--- config.mk ---
export PLATFORM = sky130hd
export DESIGN_NAME = if_id_hazard
export DESIGN_NICKNAME = d
export VERILOG_FILES = /design/src/rtl/if_id_hazard.sv
export SDC_FILE = /design/constraint.sdc
export NUM_CORES = 1
export LEC_CHECK = 0
export CORE_ASPECT_RATIO = 0.7
export CORE_UTILIZATION = 41
export CTS_BUF_LIST = sky130_fd_sc_hd__clkbuf_4 sky130_fd_sc_hd__clkbuf_8
export DETAILED_ROUTE_END_ITERATION = 6
export HOLD_SLACK_MARGIN = 0.12
export PLACE_DENSITY = 0.79
export SLEW_MARGIN = 0
export SYNTH_ARGS = -nofsm -noshare
export SYNTH_HDL_FRONTEND = slang
export SYNTH_SLANG_ARGS = --single-unit
--- constraint.sdc ---
create_clock -name clk -period 4.3 [get_ports clk]
set_clock_uncertainty 0.2 [all_clocks]
set_input_delay 0.86 -clock clk [delete_from_list [all_inputs] [get_ports clk]]
set_output_delay 0.86 -clock clk [all_outputs]
set_load 0.01 [all_outputs]
--- src/rtl/if_id_hazard.sv ---
// IF/ID pipeline register with load-use stall / branch flush control.
// A two-state FSM inserts one bubble per load-use hazard; branches flush IF/ID.
module if_id_hazard #(
  parameter logic [15:0] STALL_COUNT_INIT = 16'h0000,
  parameter logic [15:0] FLUSH_COUNT_INIT = 16'h0000
) (
  input  logic        clk,
  input  logic        Reset,
  input  logic [31:0] PCAddResultIn,
  input  logic [31:0] InstructionIn,
  input  logic        IDEXMemRead,
  input  logic [4:0]  IDEXRtReg,
  input  logic        BranchTaken,
  output logic [31:0] PCAddResultOut,
  output logic [31:0] InstructionOut,
  output logic        ValidOut,
  output logic        PCWrite,
  output logic        FlushIDEX,
  output logic        StallState,
  output logic [15:0] StallCount,
  output logic [15:0] FlushCount
);

  typedef enum logic {RUN = 1'b0, STALL = 1'b1} state_t;

  state_t      state_q, state_d;
  logic [31:0] pc_q, pc_d;
  logic [31:0] instr_q, instr_d;
  logic        valid_q, valid_d;
  logic [15:0] stall_cnt_q, stall_cnt_d;
  logic [15:0] flush_cnt_q, flush_cnt_d;

  logic [4:0]  rs, rt;
  logic        load_use;
  logic        stall_cond;

  assign rs = instr_q[25:21];
  assign rt = instr_q[20:16];

  // rt is compared even for instructions that do not read it (conservative)
  assign load_use   = valid_q & IDEXMemRead & (IDEXRtReg != 5'd0) &
                      ((IDEXRtReg == rs) | (IDEXRtReg == rt));
  assign stall_cond = (state_q == RUN) & load_use & ~BranchTaken;

  always_comb begin
    state_d     = RUN;
    pc_d        = pc_q;
    instr_d     = instr_q;
    valid_d     = valid_q;
    stall_cnt_d = stall_cnt_q;
    flush_cnt_d = flush_cnt_q;
    PCWrite     = 1'b1;
    FlushIDEX   = 1'b0;

    if (Reset) begin
      PCWrite   = 1'b0;
      FlushIDEX = 1'b1;
    end else if (BranchTaken) begin
      pc_d        = 32'd0;
      instr_d     = 32'd0;
      valid_d     = 1'b0;
      FlushIDEX   = 1'b1;
      flush_cnt_d = (flush_cnt_q == 16'hFFFF) ? flush_cnt_q : flush_cnt_q + 16'd1;
    end else if (stall_cond) begin
      // hold IF/ID and the PC; the bubble goes into ID/EX
      state_d     = STALL;
      PCWrite     = 1'b0;
      FlushIDEX   = 1'b1;
      stall_cnt_d = (stall_cnt_q == 16'hFFFF) ? stall_cnt_q : stall_cnt_q + 16'd1;
    end else begin
      pc_d    = PCAddResultIn;
      instr_d = InstructionIn;
      valid_d = 1'b1;
    end
  end

  always_ff @(posedge clk or posedge Reset) begin
    if (Reset) begin
      state_q     <= RUN;
      pc_q        <= 32'd0;
      instr_q     <= 32'd0;
      valid_q     <= 1'b0;
      stall_cnt_q <= STALL_COUNT_INIT;
      flush_cnt_q <= FLUSH_COUNT_INIT;
    end else begin
      state_q     <= state_d;
      pc_q        <= pc_d;
      instr_q     <= instr_d;
      valid_q     <= valid_d;
      stall_cnt_q <= stall_cnt_d;
      flush_cnt_q <= flush_cnt_d;
    end
  end

  assign PCAddResultOut = pc_q;
  assign InstructionOut = instr_q;
  assign ValidOut       = valid_q;
  assign StallState     = (state_q == STALL);
  assign StallCount     = stall_cnt_q;
  assign FlushCount     = flush_cnt_q;

endmodule

# ---- After elaboration in Yosys (flattened, before gate mapping)
# Index checks and enable logic that the tools add are counted.
dict set report totals {
  mem_bits_rw 0
  input_bits 73
  elab_cells 42
  out_inout_bits 100
  mem_count 0
  register_bits 98
  latch_bits 0
  rom_bits 0
}
dict set report classes {
  add_sub_neg 2
  n_div 0
  muxes 14
  bitwise 11
  reduce_logical 4
  shift 0
  magnitude_cmp 0
  eq_ne 5
  mul 0
}
# op n
set ops {}
lappend ops {{$mux W32} 4}
lappend ops {{$add A16 B1 Y16 const B} 2}
lappend ops {{$eq A16 B16 Y1 const B} 2}
lappend ops {{$eq A5 B5 Y1} 2}
lappend ops {{$mux W1} 10}
lappend ops {{$and A1 B1 Y1} 5}
lappend ops {{$not A1 Y1} 5}
lappend ops {{$reduce_bool A5 Y1} 1}
lappend ops {{$reduce_and A4 Y1} 1}
lappend ops {{$reduce_and A3 Y1} 1}
lappend ops {{$ne A2 B2 Y1 const B} 1}
lappend ops {{$reduce_and A2 Y1} 1}
lappend ops {{$or A1 B1 Y1} 1}

# ---- Longest topological paths before layout
# Gate-level depths: netlist (run 1).
dict set report depth {
  depth_word 8
  ltp_mapped 8
  depth_no_buf 6
}

# ---- Worst setup path before layout (run 1)
# No wires, ideal clock.
dict set report synth_timing {
  path_type {input-to-output}
  startpoint {input port Reset}
  endpoint {output port PCWrite}
  arrival_time_ns 3.680
  stages 5
  required_time_ns 3.240
  slack_ns -0.440
  path_buffers 2
  cell_sequence {clkbuf_1 inv_1 o21ai_1 buf_2 inv_1}
}
dict set report synth_via {
  elab_chain_cells 1
}
# item line
set synth_lines {}
lappend synth_lines {{start: declaration} 8} ;# input logic Reset,
lappend synth_lines {{$mux W1} 55} ;# if (Reset) begin
lappend synth_lines {{end: declaration} 17} ;# output logic PCWrite,
# No other way between the ends.

# ---- Worst setup path in the final report (run 1)
dict set report layout_timing {
  startpoint {input port IDEXRtReg[0]}
  endpoint {output port FlushIDEX}
}
dict set report layout_via {
  elab_chain_cells 8
}
# item line
set layout_lines {}
lappend layout_lines {{start: declaration} 12} ;# input logic [4:0] IDEXRtReg,
lappend layout_lines {{$eq A5 B5 Y1 or $reduce_bool A5 Y1 (tied branches)} {42, 41}}
lappend layout_lines {{$or A1 B1 Y1 or $and A1 B1 Y1 (tied branches)} {42, 41}}
lappend layout_lines {{$and A1 B1 Y1 (*)} 41} ;# assign load_use = valid_q & IDEXMemRead & (IDEXRtReg != 5'd0) &
lappend layout_lines {{$and A1 B1 Y1 (*) (2 in a row)} 43} ;# assign stall_cond = (state_q == RUN) & load_use & ~BranchTaken;
lappend layout_lines {{$mux W1 (*)} 64} ;# end else if (stall_cond) begin
lappend layout_lines {{$mux W1 (*)} 58} ;# end else if (BranchTaken) begin
lappend layout_lines {{$mux W1 (*)} 55}
lappend layout_lines {{end: declaration} 18} ;# output logic FlushIDEX,
# Mark *: on every way between the ends. The rest lies on a longest branch, timed or not.

==> run summary, run 1 <==
outcome -> complete, but fails checks
failing checks -> design-rule violations
number of gates resized after CTS -> 0
Netlist cell types -> 32
post-synthesis sequential element count -> 98
overall power -> 2.21 mW
clk sinks -> 98
critical path's top delay family -> buffers and inverters
setup violators final -> 0
CTS tree -> built
Post-Syn Area -> 0.00438 mm2
row cnt -> 31
Global Route Usage Sum -> 21.8%
setup_tns -> 0 ns
worst path cell trace -> clkdlybuf4s50_1 > xnor2_1 > nand3_1 > o22ai_2 > and2_4 > nor3_2 > inv_1 > clkdlybuf4s50_1
IO Port Bufs -> 172
Final period util -> 91.9%
Most common cell on crit path -> clkdlybuf4s50_1
share of post-route cells with drive strength above 1 -> 5.76%
Main synth FF type -> dfrtp_1
number of antenna-violating nets in the routed design -> 0
area taken by multi-input logic gates -> 0.00177 mm2
CTS clk-pin slew, worst paths -> 0.09 ns
die height -> 88.5 um
clk_lat worst skew -> 0.36 ns
Yosys warning total -> 0
vias -> 3800
drt drc -> 17
# IOs -> 173
Fillers -> 812
area grow syn2layout -> 45.7%
worst setup path class -> in2out
Seq/Total Area, Yosys -> 56.0%
register area -> 0.00245 mm2
# Max-Cap Violations -> 0
Bufs on Longest Clock Path -> 2
DRT Pass-1 Iters -> 7
Worst EP required -> 3.24 ns
type of origin of the critical path -> input port
RSZ-0062 raised after global routing -> false
crit path max-delay cell type -> clkdlybuf4s50_1
syn_nets -> 480
Rel. slew slack -> 19.3%
Avg WL per Cell -> 17.1 um
initial antenna violation count -> 0
actual slew at the worst max-slew pin -> 1.21 ns
final wirelength -> 12100 um
Routability Congestion -> 0.810
post-DP HPWL -> 8390 um
ys async rst share -> 100%
initial core utilization -> 42.3%
synthesized instance count -> 405
Pleak -> 2.63 nW
min cycle time layout -> 3.95 ns
VDD IR max -> 0.196 mV
fin. max-slew vios -> 0
Post-synth EDFFs -> 0
setup bufs post-CTS -> 0
pwr/cell area -> 346 mW/mm2
Crit path largest cell delay -> 0.57 ns
Die Area -> 0.0111 mm2
CTS H-tree lvls -> 3
CP bufs+invs -> 3
DR iter-0 viols -> 254
hold_buf cts -> 0
Post-Syn Area per Cell -> 10.8 um2
Via-to-Cell Ratio -> 5.39
Critical Path AT -> 2.89 ns
TritonCTS buffer count -> 9
Max Fclk -> 253 MHz
Ant. Diodes -> 0
largest net degree at the start of global routing -> 61
GRT overflow -> 0
critical path endpoint category -> primary output
core area -> 0.0104 mm2
Max FO, Critical Path -> 3
global-route wire length before repair -> 18700 um
CTS Root Buffer Type -> clkbuf_8
HP Class -> reg2reg
Final Hold Fails -> 0
fin nets -> 645
Die Wd -> 126 um
vias in the first global route -> 3593
[metal layers]
| metal | GRT usage [%] | vias up | part of all wire (%) |
|---|---|---|---|
| li1 | - | 1785 | - |
| met1 | 30.2 | 1850 | 47 |
| met2 | 33.6 | 156 | 45 |
| met3 | 6.59 | 9 | 7.5 |
| met4 | 5.43 | 0 | 0.83 |
| met5 | 0 | - | 0 |
[cell families (layout without fill, tap and decap cells)]
| family | Yosys count | in the layout | synth area share [%] |
|---|---|---|---|
| DFF | 98 | 98 | 56.0 |
| buffers and inverters | 28 | 196 | 3.69 |
| adders and majority gates | 2 | 2 | 0.572 |
| and+or+nand+nor | 118 | 118 | 12.7 |
| AOI/OAI and AO/OA | 117 | 117 | 18.5 |
| muxes | 2 | 2 | 0.514 |
| xor gates and xnor gates | 40 | 40 | 8.00 |
[layout by cell type (no fill, tap or decap), types with 2 or more instances in the layout]
master	count
o21ai_0	17
and3_1	6
buf_4	7
o21ai_1	30
nand2_1	60
clkbuf_8	10
ha_1	2
xnor2_1	35
inv_1	2
nor3_1	5
mux2_2	2
nand4_1	10
nor2_1	9
clkinvlp_4	2
nand3_1	16
a22oi_1	45
bufinv_16	2
a22o_1	19
buf_2	2
clkdlybuf4s50_1	170
xor2_1	5
dfrtp_1	98
and4_1	6
[synthesized netlist by cell type (all sizes together), types with 2 or more instances]
library cell  number  share of area, %
dfrtp             98                56
nand2             60               5.1
o21ai             47               5.4
a22oi             45               7.7
xnor2             35               7.0
a22o              19               3.8
nand3             16               1.8
buf               14               2.5
clkbuf            11              0.94
nand4             10               1.4
nor2              10              0.91
and3               6              0.86
and4               6               1.2
nor3               6              0.69
xor2               5               1.0
inv                3              0.26
a21oi              2              0.57
and2               2              0.34
ha                 2              0.57
mux2               2              0.51
[power breakdown]
part	internal (mW)	leakage [nW]	total, mW	switching, mW
sequential	1.00	1.30	1.09	0.0923
clock	0.339	0.105	0.648	0.309
combinational	0.270	1.23	0.468	0.198
[state kept, by name, indices dropped and copies added (netlist names)]
signal          flops
InstructionOut     32
PCAddResultOut     32
FlushCount         16
StallCount         16
StallState          1
ValidOut            1
[layout make-up]
cell class | count | share of cell area [%]
Multi-Input combinational cell | 279 | 27.7
Sequential cell | 98 | 38.4
Timing Repair Buffer | 179 | 27.7
Inverter | 3 | 0.235
Tap cell | 132 | 2.59
Clock inverter | 4 | 1.20
Clock buffer | 10 | 2.16
[per-stage QoR]
stage / std cells / setup WS (ns) / hold WS [ns] / utilization, % / cell area, um2
after floorplan: 405 / 0.126 / 0.316 / - / 4380
after global placement: 691 / 0.363 / 0.280 / 59.5 / 6170
after detailed placement: 691 / 0.340 / 0.276 / 59.5 / 6170
after CTS: 705 / 0.330 / 0.293 / 61.6 / 6380
after global routing: 705 / 0.249 / 0.312 / 61.6 / 6380
final: 705 / 0.350 / 0.292 / 61.6 / 6380
[worst paths after layout]
path,start,to,slack [ns],depth (start not counted)
max,IDEXRtReg[0],FlushIDEX,0.35,8
min,StallCount[11],StallCount[11],0.29,1
max reg2reg,InstructionOut[16],PCAddResultOut[9],1.78,6
min reg2reg,StallCount[11],StallCount[11],0.29,1
max in group asynchronous,Reset,InstructionOut[24],2.02,4
min in group asynchronous,Reset,PCAddResultOut[29],0.71,3
No activity file was read; power rests on OpenSTA's default activity.
==> run 2: changes to the inputs <==
--- a/config.mk
+++ b/config.mk
@@ -10,6 +10,7 @@
 export CTS_BUF_LIST = sky130_fd_sc_hd__clkbuf_4 sky130_fd_sc_hd__clkbuf_8
 export DETAILED_ROUTE_END_ITERATION = 6
 export HOLD_SLACK_MARGIN = 0.12
+export MAX_ROUTING_LAYER = met4
 export PLACE_DENSITY = 0.79
 export SLEW_MARGIN = 0
 export SYNTH_ARGS = -nofsm -noshare
==> run 2 against run 1 <==
Net effect:
- the flow still finishes with violations (design-rule violations)
- via count fell by 0.68%
- highest routed layer unchanged
- hold slack improved by 0.0011 ns
- final cell count unchanged
- critical endpoint unchanged
- non-clock buffer count did not move
==> run summary, run 2 (synthesis results as in run 1) <==
Max FO, Critical Path -> 3 (unchanged)
clk sinks -> 98 (unchanged)
# Max-Cap Violations -> 0 (unchanged)
Avg WL per Cell -> 17.1 um (about the same)
vias in the first global route -> 3595 (was 3593)
DR iter-0 viols -> 263 (was 254)
Pleak -> 2.63 nW (unchanged)
initial antenna violation count -> 0 (unchanged)
type of origin of the critical path -> input port (unchanged)
dpl ws -> 0.340 ns (unchanged)
failing checks -> design-rule violations (unchanged)
core area -> 0.0104 mm2 (unchanged)
fin nets -> 645 (unchanged)
TritonCTS buffer count -> 9 (unchanged)
initial core utilization -> 42.3% (unchanged)
Via-to-Cell Ratio -> 5.35 (was 5.39)
Bufs on Longest Clock Path -> 2 (unchanged)
post-layout instance area -> 0.00638 mm2 (unchanged)
CTS tree -> built (unchanged)
Max Fclk -> 253 MHz (about the same)
Ant. Diodes -> 0 (unchanged)
overall power -> 2.21 mW (about the same)
CTS H-tree lvls -> 3 (unchanged)
Most common cell on crit path -> clkdlybuf4s50_1 (unchanged)
Die Wd -> 126 um (unchanged)
global-route wire length before repair -> 18700 um (about the same)
largest net degree at the start of global routing -> 61 (unchanged)
Critical Path AT -> 2.89 ns (about the same)
crit path max-delay cell type -> clkdlybuf4s50_1 (unchanged)
fin. max-slew vios -> 0 (unchanged)
area grow syn2layout -> 45.7% (unchanged)
final wirelength -> 12000 um (was 12100 um)
CTS clk-pin slew, worst paths -> 0.08 ns (was 0.09 ns)
outcome -> complete, but fails checks (unchanged)
worst setup path class -> in2out (unchanged)
leading cell type in the layout, fill and taps excluded -> clkdlybuf4s50_1 (unchanged)
pwr/cell area -> 346 mW/mm2 (about the same)
RSZ-0062 raised after global routing -> false (unchanged)
hold_buf cts -> 0 (unchanged)
clk_lat worst skew -> 0.36 ns (about the same)
number of gates resized after CTS -> 0 (unchanged)
GRT overflow -> 0 (unchanged)
Final period util -> 91.9% (about the same)
vias -> 3774 (was 3800)
Fillers -> 812 (unchanged)
min cycle time layout -> 3.95 ns (about the same)
Inst Count DP -> 691 (unchanged)
Global Route Usage Sum -> 22.5% (was 21.8%)
actual slew at the worst max-slew pin -> 1.21 ns (about the same)
dpl cell area -> 0.00617 mm2 (unchanged)
number of antenna-violating nets in the routed design -> 0 (unchanged)
setup bufs post-CTS -> 0 (unchanged)
Worst EP required -> 3.24 ns (about the same)
final worst slack -> 0.347 ns (was 0.350 ns)
critical path endpoint category -> primary output (unchanged)
HP Class -> reg2reg (unchanged)
VDD IR max -> 0.196 mV (about the same)
most frequent cells in the layout -> clkdlybuf4s50_1, dfrtp_1, nand2_1, a22oi_1, xnor2_1 (unchanged)
# IOs -> 173 (unchanged)
setup_tns -> 0 ns (unchanged)
post-DP HPWL -> 8390 um (unchanged)
CTS Root Buffer Type -> clkbuf_8 (unchanged)
final core utilization -> 61.6% (unchanged)
setup violators final -> 0 (unchanged)
IO Port Bufs -> 172 (unchanged)
row cnt -> 31 (unchanged)
final hold slack -> 0.293 ns (was 0.292 ns)
FF-to-FF setup slack -> 1.77 ns (was 1.78 ns)
Rel. slew slack -> 19.2% (was 19.3%)
Final Hold Fails -> 0 (unchanged)
drt drc -> 16 (was 17)
Routability Congestion -> 0.822 (was 0.810)
worst path cell trace -> clkdlybuf4s50_1 > xnor2_1 > nand3_1 > o22ai_2 > and2_4 > nor3_2 > inv_1 > clkdlybuf4s50_1 (unchanged)
fin cells -> 705 (unchanged)
Crit path largest cell delay -> 0.57 ns (about the same)
die height -> 88.5 um (unchanged)
Die Area -> 0.0111 mm2 (unchanged)
share of post-route cells with drive strength above 1 -> 5.76% (unchanged)
DRT Pass-1 Iters -> 7 (unchanged)
-- run 2: path summary, 6_finish.rpt --
path | start | end | depth (start not counted)
hold / removal | StallCount[7] | StallCount[7] | 1
setup / recovery | IDEXRtReg[0] | FlushIDEX | 8
min in group asynchronous | Reset | PCAddResultOut[29] | 3
setup reg to reg | InstructionOut[16] | PCAddResultOut[9] | 6
hold reg to reg | StallCount[7] | StallCount[7] | 1
max in group asynchronous | Reset | InstructionOut[24] | 4
-- run 2: layout make-up --
type	instances	area [um2]	area share, %
timing repair buffer	179	1760	27.7
clock buffer	10	138	2.16
tap	132	165	2.59
multi-input combinational	279	1770	27.7
inverter	3	15.0	0.235
clock inverter	4	76.3	1.20
sequential	98	2450	38.4
-- run 2: critical path, delay by kind of cell --
kind / cells / cell delay (ns)
compound gates: 1 / 0.31
xor+xnor: 1 / 0.15
buf+inv: 3 / 1.19
simple gates: 3 / 0.38
-- run 2: power by group --
part,switching [mW],internal (mW)
clock network,0.308,0.339
registers,0.0923,1.00
logic,0.199,0.270
-- run 2: per-layer routing --
metal,up-vias,track usage (%),part of all wire (%)
met1,1825,30.5,47
met5,-,-,0
li1,1786,-,-
met3,10,6.17,7.4
met4,0,5.43,0.95
met2,153,33.6,44
